### config.mk
export PLATFORM = sky130hd
export DESIGN_NAME = mem_port_arbiter
export DESIGN_NICKNAME = d
export VERILOG_FILES = /design/src/rtl/mem_arb_pkg.sv /design/src/rtl/mem_port_arbiter.sv
export SDC_FILE = /design/constraint.sdc
export NUM_CORES = 1
export LEC_CHECK = 0
export ABC_AREA = 1
export CORE_ASPECT_RATIO = 0.8
export CORE_UTILIZATION = 43
export CTS_CLUSTER_DIAMETER = 120
export CTS_CLUSTER_SIZE = 8
export DETAILED_ROUTE_END_ITERATION = 8
export GPL_TIMING_DRIVEN = 0
export PLACE_DENSITY = 0.8
export SLEW_MARGIN = 10
export SYNTH_ARGS = -nofsm -noshare
export SYNTH_HDL_FRONTEND = slang
export SYNTH_SLANG_ARGS = --single-unit
### constraint.sdc
create_clock -name clk_i -period 1.8 [get_ports clk_i]
set_clock_uncertainty 0.05 [all_clocks]
set_input_delay 0.45 -clock clk_i [delete_from_list [all_inputs] [get_ports clk_i]]
set_output_delay 0.45 -clock clk_i [all_outputs]
set_load 0.1 [all_outputs]
### src/rtl/mem_arb_pkg.sv
// Shared types and constants for the two-port memory arbiter.
package mem_arb_pkg;

   // Arbiter FSM: idle (sampling requests) or an access in flight for one port
   typedef enum logic [1:0] {
      IDLE = 2'd0,
      GNT0 = 2'd1,
      GNT1 = 2'd2
   } arb_state_t;

   // Read data returned to a requester whose access was aborted by the watchdog
   localparam logic [31:0] ERR_RDATA = 32'h0;

endpackage

### src/rtl/mem_port_arbiter.sv
// Round-robin arbiter sharing one memory port between the instruction cache
// (port 0, read-only) and the core data port (port 1, read/write).
// A grant is held until mem_done or until the watchdog expires; an expired
// access completes with err=1 and rdata=ERR_RDATA so no requester hangs.
module mem_port_arbiter
   import mem_arb_pkg::*;
#(
   parameter int ADDR_WIDTH = 32,
   parameter int TIMEOUT    = 255
) (
   input  logic                  clk_i,
   input  logic                  rst_ni,

   input  logic [ADDR_WIDTH-1:0] p0_addr,
   input  logic                  p0_rstrb,
   output logic [31:0]           p0_rdata,
   output logic                  p0_done,
   output logic                  p0_err,

   input  logic [ADDR_WIDTH-1:0] p1_addr,
   input  logic [31:0]           p1_wdata,
   input  logic [3:0]            p1_wmask,
   input  logic                  p1_rstrb,
   input  logic                  p1_wstrb,
   output logic [31:0]           p1_rdata,
   output logic                  p1_done,
   output logic                  p1_err,

   output logic [ADDR_WIDTH-1:0] mem_addr,
   output logic [31:0]           mem_wdata,
   output logic [3:0]            mem_wmask,
   output logic                  mem_rstrb,
   output logic                  mem_wstrb,
   input  logic [31:0]           mem_rdata,
   input  logic                  mem_done
);

   // Watchdog counter is wide enough to hold TIMEOUT; expiry fires on the
   // last in-flight cycle so done/err land TIMEOUT cycles after the strobe rises.
   localparam int CNT_W    = (TIMEOUT > 0) ? $clog2(TIMEOUT + 1) : 1;
   localparam int LAST_VAL = (TIMEOUT > 0) ? TIMEOUT - 1 : 0;
   localparam logic [CNT_W-1:0] CNT_LAST = LAST_VAL[CNT_W-1:0];

   arb_state_t            state_reg, state_next;
   logic                  last_reg, last_next;     // port granted most recently
   logic [CNT_W-1:0]      cnt_reg, cnt_next;
   logic [ADDR_WIDTH-1:0] addr_reg, addr_next;
   logic [31:0]           wdata_reg, wdata_next;
   logic [3:0]            wmask_reg, wmask_next;
   logic                  rstrb_reg, rstrb_next;
   logic                  wstrb_reg, wstrb_next;
   logic [31:0]           rdata0_reg, rdata0_next;
   logic [31:0]           rdata1_reg, rdata1_next;
   logic                  done0_reg, done0_next;
   logic                  done1_reg, done1_next;
   logic                  err0_reg, err0_next;
   logic                  err1_reg, err1_next;

   logic req0, req1, grant1, expired;

   // A strobe still shown during that port's done cycle belongs to the
   // finished access and must not start a second one.
   assign req0    = p0_rstrb && !done0_reg;
   assign req1    = (p1_rstrb || p1_wstrb) && !done1_reg;
   // Port 1 wins when it is alone, or on a tie when port 0 was served last.
   assign grant1  = req1 && (!req0 || !last_reg);
   assign expired = (TIMEOUT != 0) && (cnt_reg == CNT_LAST);

   // State and datapath registers; reset drops strobes immediately
   always_ff @(posedge clk_i or negedge rst_ni) begin
      if (!rst_ni) begin
         state_reg  <= IDLE;
         last_reg   <= 1'b1;
         cnt_reg    <= '0;
         addr_reg   <= '0;
         wdata_reg  <= '0;
         wmask_reg  <= '0;
         rstrb_reg  <= 1'b0;
         wstrb_reg  <= 1'b0;
         rdata0_reg <= '0;
         rdata1_reg <= '0;
         done0_reg  <= 1'b0;
         done1_reg  <= 1'b0;
         err0_reg   <= 1'b0;
         err1_reg   <= 1'b0;
      end else begin
         state_reg  <= state_next;
         last_reg   <= last_next;
         cnt_reg    <= cnt_next;
         addr_reg   <= addr_next;
         wdata_reg  <= wdata_next;
         wmask_reg  <= wmask_next;
         rstrb_reg  <= rstrb_next;
         wstrb_reg  <= wstrb_next;
         rdata0_reg <= rdata0_next;
         rdata1_reg <= rdata1_next;
         done0_reg  <= done0_next;
         done1_reg  <= done1_next;
         err0_reg   <= err0_next;
         err1_reg   <= err1_next;
      end
   end

   // Next-state logic: grant in IDLE, complete or time out in GNT0/GNT1
   always_comb begin
      state_next  = state_reg;
      last_next   = last_reg;
      cnt_next    = cnt_reg;
      addr_next   = addr_reg;
      wdata_next  = wdata_reg;
      wmask_next  = wmask_reg;
      rstrb_next  = rstrb_reg;
      wstrb_next  = wstrb_reg;
      rdata0_next = rdata0_reg;
      rdata1_next = rdata1_reg;
      done0_next  = 1'b0;
      done1_next  = 1'b0;
      err0_next   = 1'b0;
      err1_next   = 1'b0;

      case (state_reg)
         IDLE: begin
            if (grant1) begin
               state_next = GNT1;
               last_next  = 1'b1;
               cnt_next   = '0;
               addr_next  = p1_addr;
               wdata_next = p1_wdata;
               wmask_next = p1_wmask;
               // Both strobes high is illegal and resolves to a write
               wstrb_next = p1_wstrb;
               rstrb_next = !p1_wstrb;
            end else if (req0) begin
               state_next = GNT0;
               last_next  = 1'b0;
               cnt_next   = '0;
               addr_next  = p0_addr;
               wdata_next = '0;
               wmask_next = '0;
               wstrb_next = 1'b0;
               rstrb_next = 1'b1;
            end
         end

         GNT0, GNT1: begin
            if (mem_done || expired) begin
               state_next = IDLE;
               rstrb_next = 1'b0;
               wstrb_next = 1'b0;
               if (state_reg == GNT0) begin
                  rdata0_next = mem_done ? mem_rdata : ERR_RDATA;
                  done0_next  = 1'b1;
                  err0_next   = !mem_done;
               end else begin
                  rdata1_next = mem_done ? mem_rdata : ERR_RDATA;
                  done1_next  = 1'b1;
                  err1_next   = !mem_done;
               end
            end else begin
               cnt_next = cnt_reg + 1'b1;
            end
         end

         default: state_next = IDLE;
      endcase
   end

   assign p0_rdata  = rdata0_reg;
   assign p0_done   = done0_reg;
   assign p0_err    = err0_reg;
   assign p1_rdata  = rdata1_reg;
   assign p1_done   = done1_reg;
   assign p1_err    = err1_reg;
   assign mem_addr  = addr_reg;
   assign mem_wdata = wdata_reg;
   assign mem_wmask = wmask_reg;
   assign mem_rstrb = rstrb_reg;
   assign mem_wstrb = wstrb_reg;

endmodule

Word level (Yosys, flattened, before mapping)

Cells that the tools add are included.

Bits of input ports: 138
Register bits: 149

Add/sub/neg operators: 1
Bitwise logic cells: 1
Reductions and logical operators: 22
Equality and inequality tests: 6
Mux-type cells: 35

Operators with widths:

| cell                                                                   | count |
|---|---|
| 32-bit two-way mux                                                     | 5 |
| 8-bit two-way mux                                                      | 3 |
| 1-bit two-way mux                                                      | 18 |
| 8-bit one-hot mux with 2 select lines                                  | 1 |
| 3-bit AND reduction                                                    | 4 |
| 8-bit by 1-bit adder with 8-bit output (second input constant)         | 1 |
| 8-bit equality test (second input constant)                            | 1 |
| 4-bit two-way mux                                                      | 2 |
| 1-bit logical NOT                                                      | 6 |
| 2-bit two-way mux                                                      | 3 |
| 2-bit inequality test (second input constant)                          | 2 |
| 1-bit one-hot mux with 2 select lines                                  | 2 |
| 2-bit one-hot mux with 2 select lines                                  | 1 |
| 2-bit AND reduction                                                    | 2 |
| 2-bit nonzero test                                                     | 2 |
| 1-bit logical AND                                                      | 3 |
| 1-bit logical OR                                                       | 3 |
| 3-bit inequality test (second input constant)                          | 1 |
| 2-bit by 1-bit equality test with 1-bit output (second input constant) | 1 |
| 2-bit equality test (second input constant)                            | 1 |
| 2-bit logical NOT                                                      | 1 |
| 2-bit OR reduction                                                     | 1 |
| 1-bit inverter                                                         | 1 |

Longest topological paths before layout

Word-level depth: 7
Depth in mapped cells: 11
Mapped depth without buffers: 10

Worst setup path before layout

Ideal clock, no wire load.

Kind: flip-flop to flip-flop
From: reg done1_reg (netlist: p1_done)
To: reg rstrb_reg (netlist: mem_rstrb)
Setup slack: -0.169 ns
Library setup time: 0.120 ns
Buffers on the path: 1
Arrival time: 1.799 ns
Cell stages (with the launch flop): 8
Cells stage by stage: dfrtp_1 o21bai_2 a21oi_4 inv_2 clkbuf_1 nor2_1 nand2_1 nand2_1

Longest elaborated chain between the ends: 5
Elaborated cells on any way between the ends: 7

Ends and longest elaborated chain:

| element                                                                                | RTL line               | RTL |
|---|---|---|
| start: declaration                                                                     | mem_port_arbiter.sv:55 | `logic done1_reg, done1_next;` |
| start signal: assignment                                                               | mem_port_arbiter.sv:98 | `done1_reg <= done1_next;` |
| 1-bit logical NOT (*)                                                                  | mem_port_arbiter.sv:64 | `assign req1 = (p1_rstrb \|\| p1_wstrb) && !done1_reg;` |
| 1-bit logical AND (*)                                                                  | mem_port_arbiter.sv:64 |  |
| 1-bit logical AND (*)                                                                  | mem_port_arbiter.sv:66 | `assign grant1 = req1 && (!req0 \|\| !last_reg);` |
| 3-bit inequality test (no line) or 1-bit two-way mux (tied branches)                   | n/a                    |  |
| 3-bit AND reduction (no line) or 1-bit one-hot mux with 2 select lines (tied branches) | n/a                    |  |
| end signal: assignment                                                                 | mem_port_arbiter.sv:93 | `rstrb_reg <= rstrb_next;` |
| end: declaration                                                                       | mem_port_arbiter.sv:50 | `logic rstrb_reg, rstrb_next;` |

Mark *: on every way between the ends. The rest lies on a longest branch, timed or not.
A chain may end at the register's enable or synchronous reset.

Final worst setup path

From: reg rdata1_reg[0] (netlist: p1_rdata[0])
To: out p1_rdata[0]

RTL lines:

| element                  | RTL line               | RTL |
|---|---|---|
| start: declaration       | mem_port_arbiter.sv:53 | `logic [31:0] rdata1_reg, rdata1_next;` |
| start signal: assignment | mem_port_arbiter.sv:96 | `rdata1_reg <= rdata1_next;` |
| end: declaration         | mem_port_arbiter.sv:25 | `output logic [31:0] p1_rdata,` |

No word-level cell between the ends.

==> impl_results.md <==
* Worst reg-to-reg path cell count at 10
* Worst rel slew slack at around two thirds
* Path length in cells of the critical path at 1
* Number of CTS-inserted buffers at 17
* Global-route wire length before repair at between 30 and 40 mm
* Number of hold-slack violations in the final timing report at 0
* # DRC at 0
* Netlist Area Pre-Place at between 6000 and 7000 um^2
* Placed Instances at ~1.3k
* Top-level port count at between 200 and 300
* Detail-routed via count per cell at 4.89
* Drt pass-1 iters at 5
* Count of input and output buffers at 274
* Maximum buffer depth of the clock tree at 2
* Buf/Inv on CP at 1
* Number of placement rows at 39
* Die height at 112 um
* Clock period minus worst slack at 1.73 ns
* Largest net degree at the start of global routing at 84
* Vias in the first global route at 6301
* Met3 track utilization from global routing at 8.02%
* Flip-flop and latch count after synthesis at approximately 150
* Sequential share of the synthesized area at between 50% and 60%
* CTS tree: yes
* Clock sink total at 149
* Final antenna-violating net count at 0
* Cell accounting for the most synthesized area: dfrtp_1
* Highest fanout seen on the critical path at 2
* Aggregate routed wire length at 20.4 mm
* Cell type group with the largest total delay on the critical path: buffers and inverters
* Final cycle utilization of the critical path at a little over nine tenths
* FF-to-FF Start: cnt_reg[0]
* Worst setup EP type: primary output
* Count of filler cells inserted in the layout at about 1.2k
* Pins Over Slew Limit at 0
* GP Congestion at 0.818
* Clock latency of the later-clocked register in the worst-skew pair at approximately 0.42 ns
* Area share of the leading cell type in the synthesized netlist at a little under three fifths
* Detailed-placement wirelength estimate at 14.5 mm
* Final Net Count at 1244
* Clock root buffer: clkbuf_16
* Post-synth cell types at 25
* Start-to-end type of the worst setup path: flop to primary output
* Leftover overflow at the end of global routing at 0
* Cell with the biggest individual delay on the critical path: buf_2
* Startpoint types: flop
* Critical-path cell list: buf_2
* Worst path required time at 1.30 ns
* Width of the chip at 140 um
* Ratio of cells with drive above 1 in the final layout at 20.7%
* Delay of the slowest cell on the worst path at 0.45 ns
* GRT Overall Usage at 26.9%
* HP Start: p1_wstrb
* Reg-to-reg critical path endpoint: p1_rdata[26]
* Number of endpoints failing setup at the final stage at 0
* Synthesis-to-layout area growth at 47.8%
* Die outline area at about 16000 um^2
* Pin slew with the least headroom to its limit at 0.526 ns
* Most congested layer reported by global routing: met2
* Run status: finished, final reports clean
* Summed area of non-filler cells in the final layout at 9650 um^2
* Top area cells in the synthesized netlist: dfrtp_1 57%, nand2_1 22%, nand3_1 3.5%, inv_1 2.9%, o21ai_0 2.7%
* Maximum achievable frequency at 0.577 GHz
* Synth Net Count at 943
* Most common cell after layout, fill and taps aside: nand2_1
* Arrival time at the worst endpoint at 1.23 ns
* Met1 global-route usage at 32.7%
* Clock-pin transition on the worst setup and hold timing paths at 0.06 ns
* Initial standard-cell utilization of the core at 44.9%
* End of the worst hold path: mem_rstrb
* Commonest cells after routing, fill and taps aside: 379 x nand2_1, 146 x dfrtp_1, 145 x buf_2, 134 x clkdlybuf4s50_1, 47 x inv_1
* GR Util met2 at between 40% and 50%
* Mean instance size in the synthesized netlist at 8.15 um^2
* Total number of H-tree levels at 4
* Setup repair after global routing missed its margin: true
* Warnings, synthesis at 0
* Reg2Reg Setup Slack at 0.08 ns
* Routed WL per cell at ~16 um
* Antenna Diode Count at 0
* Detailed-route via count at 6345
* Synth Instances at ~800
* Worst Hold Class: primary input to flop
* Final cell count without fillers at around 1.3k
* Core Footprint at 14500 um^2
* Post-Place Cell Area at 9540 um^2
* Number of max-cap violations at 0
* Cells on Worst Hold Path at 4
* Number of antenna violations at the first check in global routing at 0
* Number of design-rule violations left by the first detailed-router iteration at 408
==> worst max-delay path by stage <==
stage / startpoint / endpoint / slack, ns
2_1_floorplan: p1_done / mem_rstrb / 0.13
3_3_place_gp: rst_ni / p1_done / -6.50
3_5_place_dp: p1_wstrb / mem_wmask[2] / -0.44
4_1_cts: p1_err / p1_err / 0.003
5_1_grt: cnt_reg[0] / p1_rdata[22] / -0.03
6_report: p1_rdata[0] / p1_rdata[0] / 0.07
==> timing repair <==
item,CTS,global route
resized for setup,693,48
pin swaps,0,5
setup buffers,0,4
endpoints found under the setup margin,217,141
cloned,0,2
endpoints found under the hold margin,65,0
hold buffers,1,0
==> routing by layer <==
metal	part of all wire [%]	vias up	routed length, um
li1	-	3079	-
met5	0	-	0
met4	2.3	0	465
met2	49	249	9920
met1	41	2984	8350
met3	8.2	33	1670
==> cell families after synthesis <==
| family | Yosys count | synth area share (%) |
|---|---|---|
| and+or+nand+nor | 484 | 29.7 |
| adders and majority gates | 4 | 0.767 |
| buffers and inverters | 92 | 6.34 |
| xor gates and xnor gates | 1 | 0.134 |
| DFF | 149 | 57.1 |
| AOI/OAI and AO/OA | 71 | 5.96 |
==> synth_stat cells <==
master / n
o21ai_1: 31
nor3b_1: 1
buf_6: 6
inv_2: 2
ha_1: 4
nor2_2: 1
xor2_1: 1
buf_2: 13
nand3_1: 46
o21ai_0: 35
nor2_8: 2
nor3_1: 1
a21oi_4: 2
nand2_1: 381
nand2_2: 5
o21bai_1: 2
nor2_1: 45
buf_4: 2
nand4_1: 1
dfrtp_1: 148
o21bai_2: 1
inv_1: 50
clkbuf_1: 19
dfstp_2: 1
nand2_4: 1
==> metrics by stage <==
step / TNS (ns) / util, % / hold slack, ns / setup slack, ns
floorplan: 0 / - / 0.104 / 0.128
global placement: -928.17 / 65.4 / 0.403 / -6.50
detailed placement: -51.84 / 65.6 / 0.383 / -0.435
CTS: 0 / 65.1 / 0.385 / 0.00293
global route: -0.494 / 66.4 / 0.407 / -0.0267
finish: 0 / 66.4 / 0.367 / 0.0668
==> cell type report <==
class / instances / area, um^2 / share of cell area [%]
Multi-Input combinational cell: 560 / 2440 / 25.3
Clock inverter: 7 / 93.8 / 0.973
Clock buffer: 24 / 502 / 5.20
Tap cell: 184 / 230 / 2.39
Sequential cell: 149 / 3730 / 38.7
Timing Repair Buffer: 282 / 2180 / 22.6
Inverter: 52 / 195 / 2.02
Buffer: 40 / 275 / 2.85
Power is left out: the tool's default activity adds up to more than one toggle a clock period on the data nets, which glitch-free logic cannot reach.
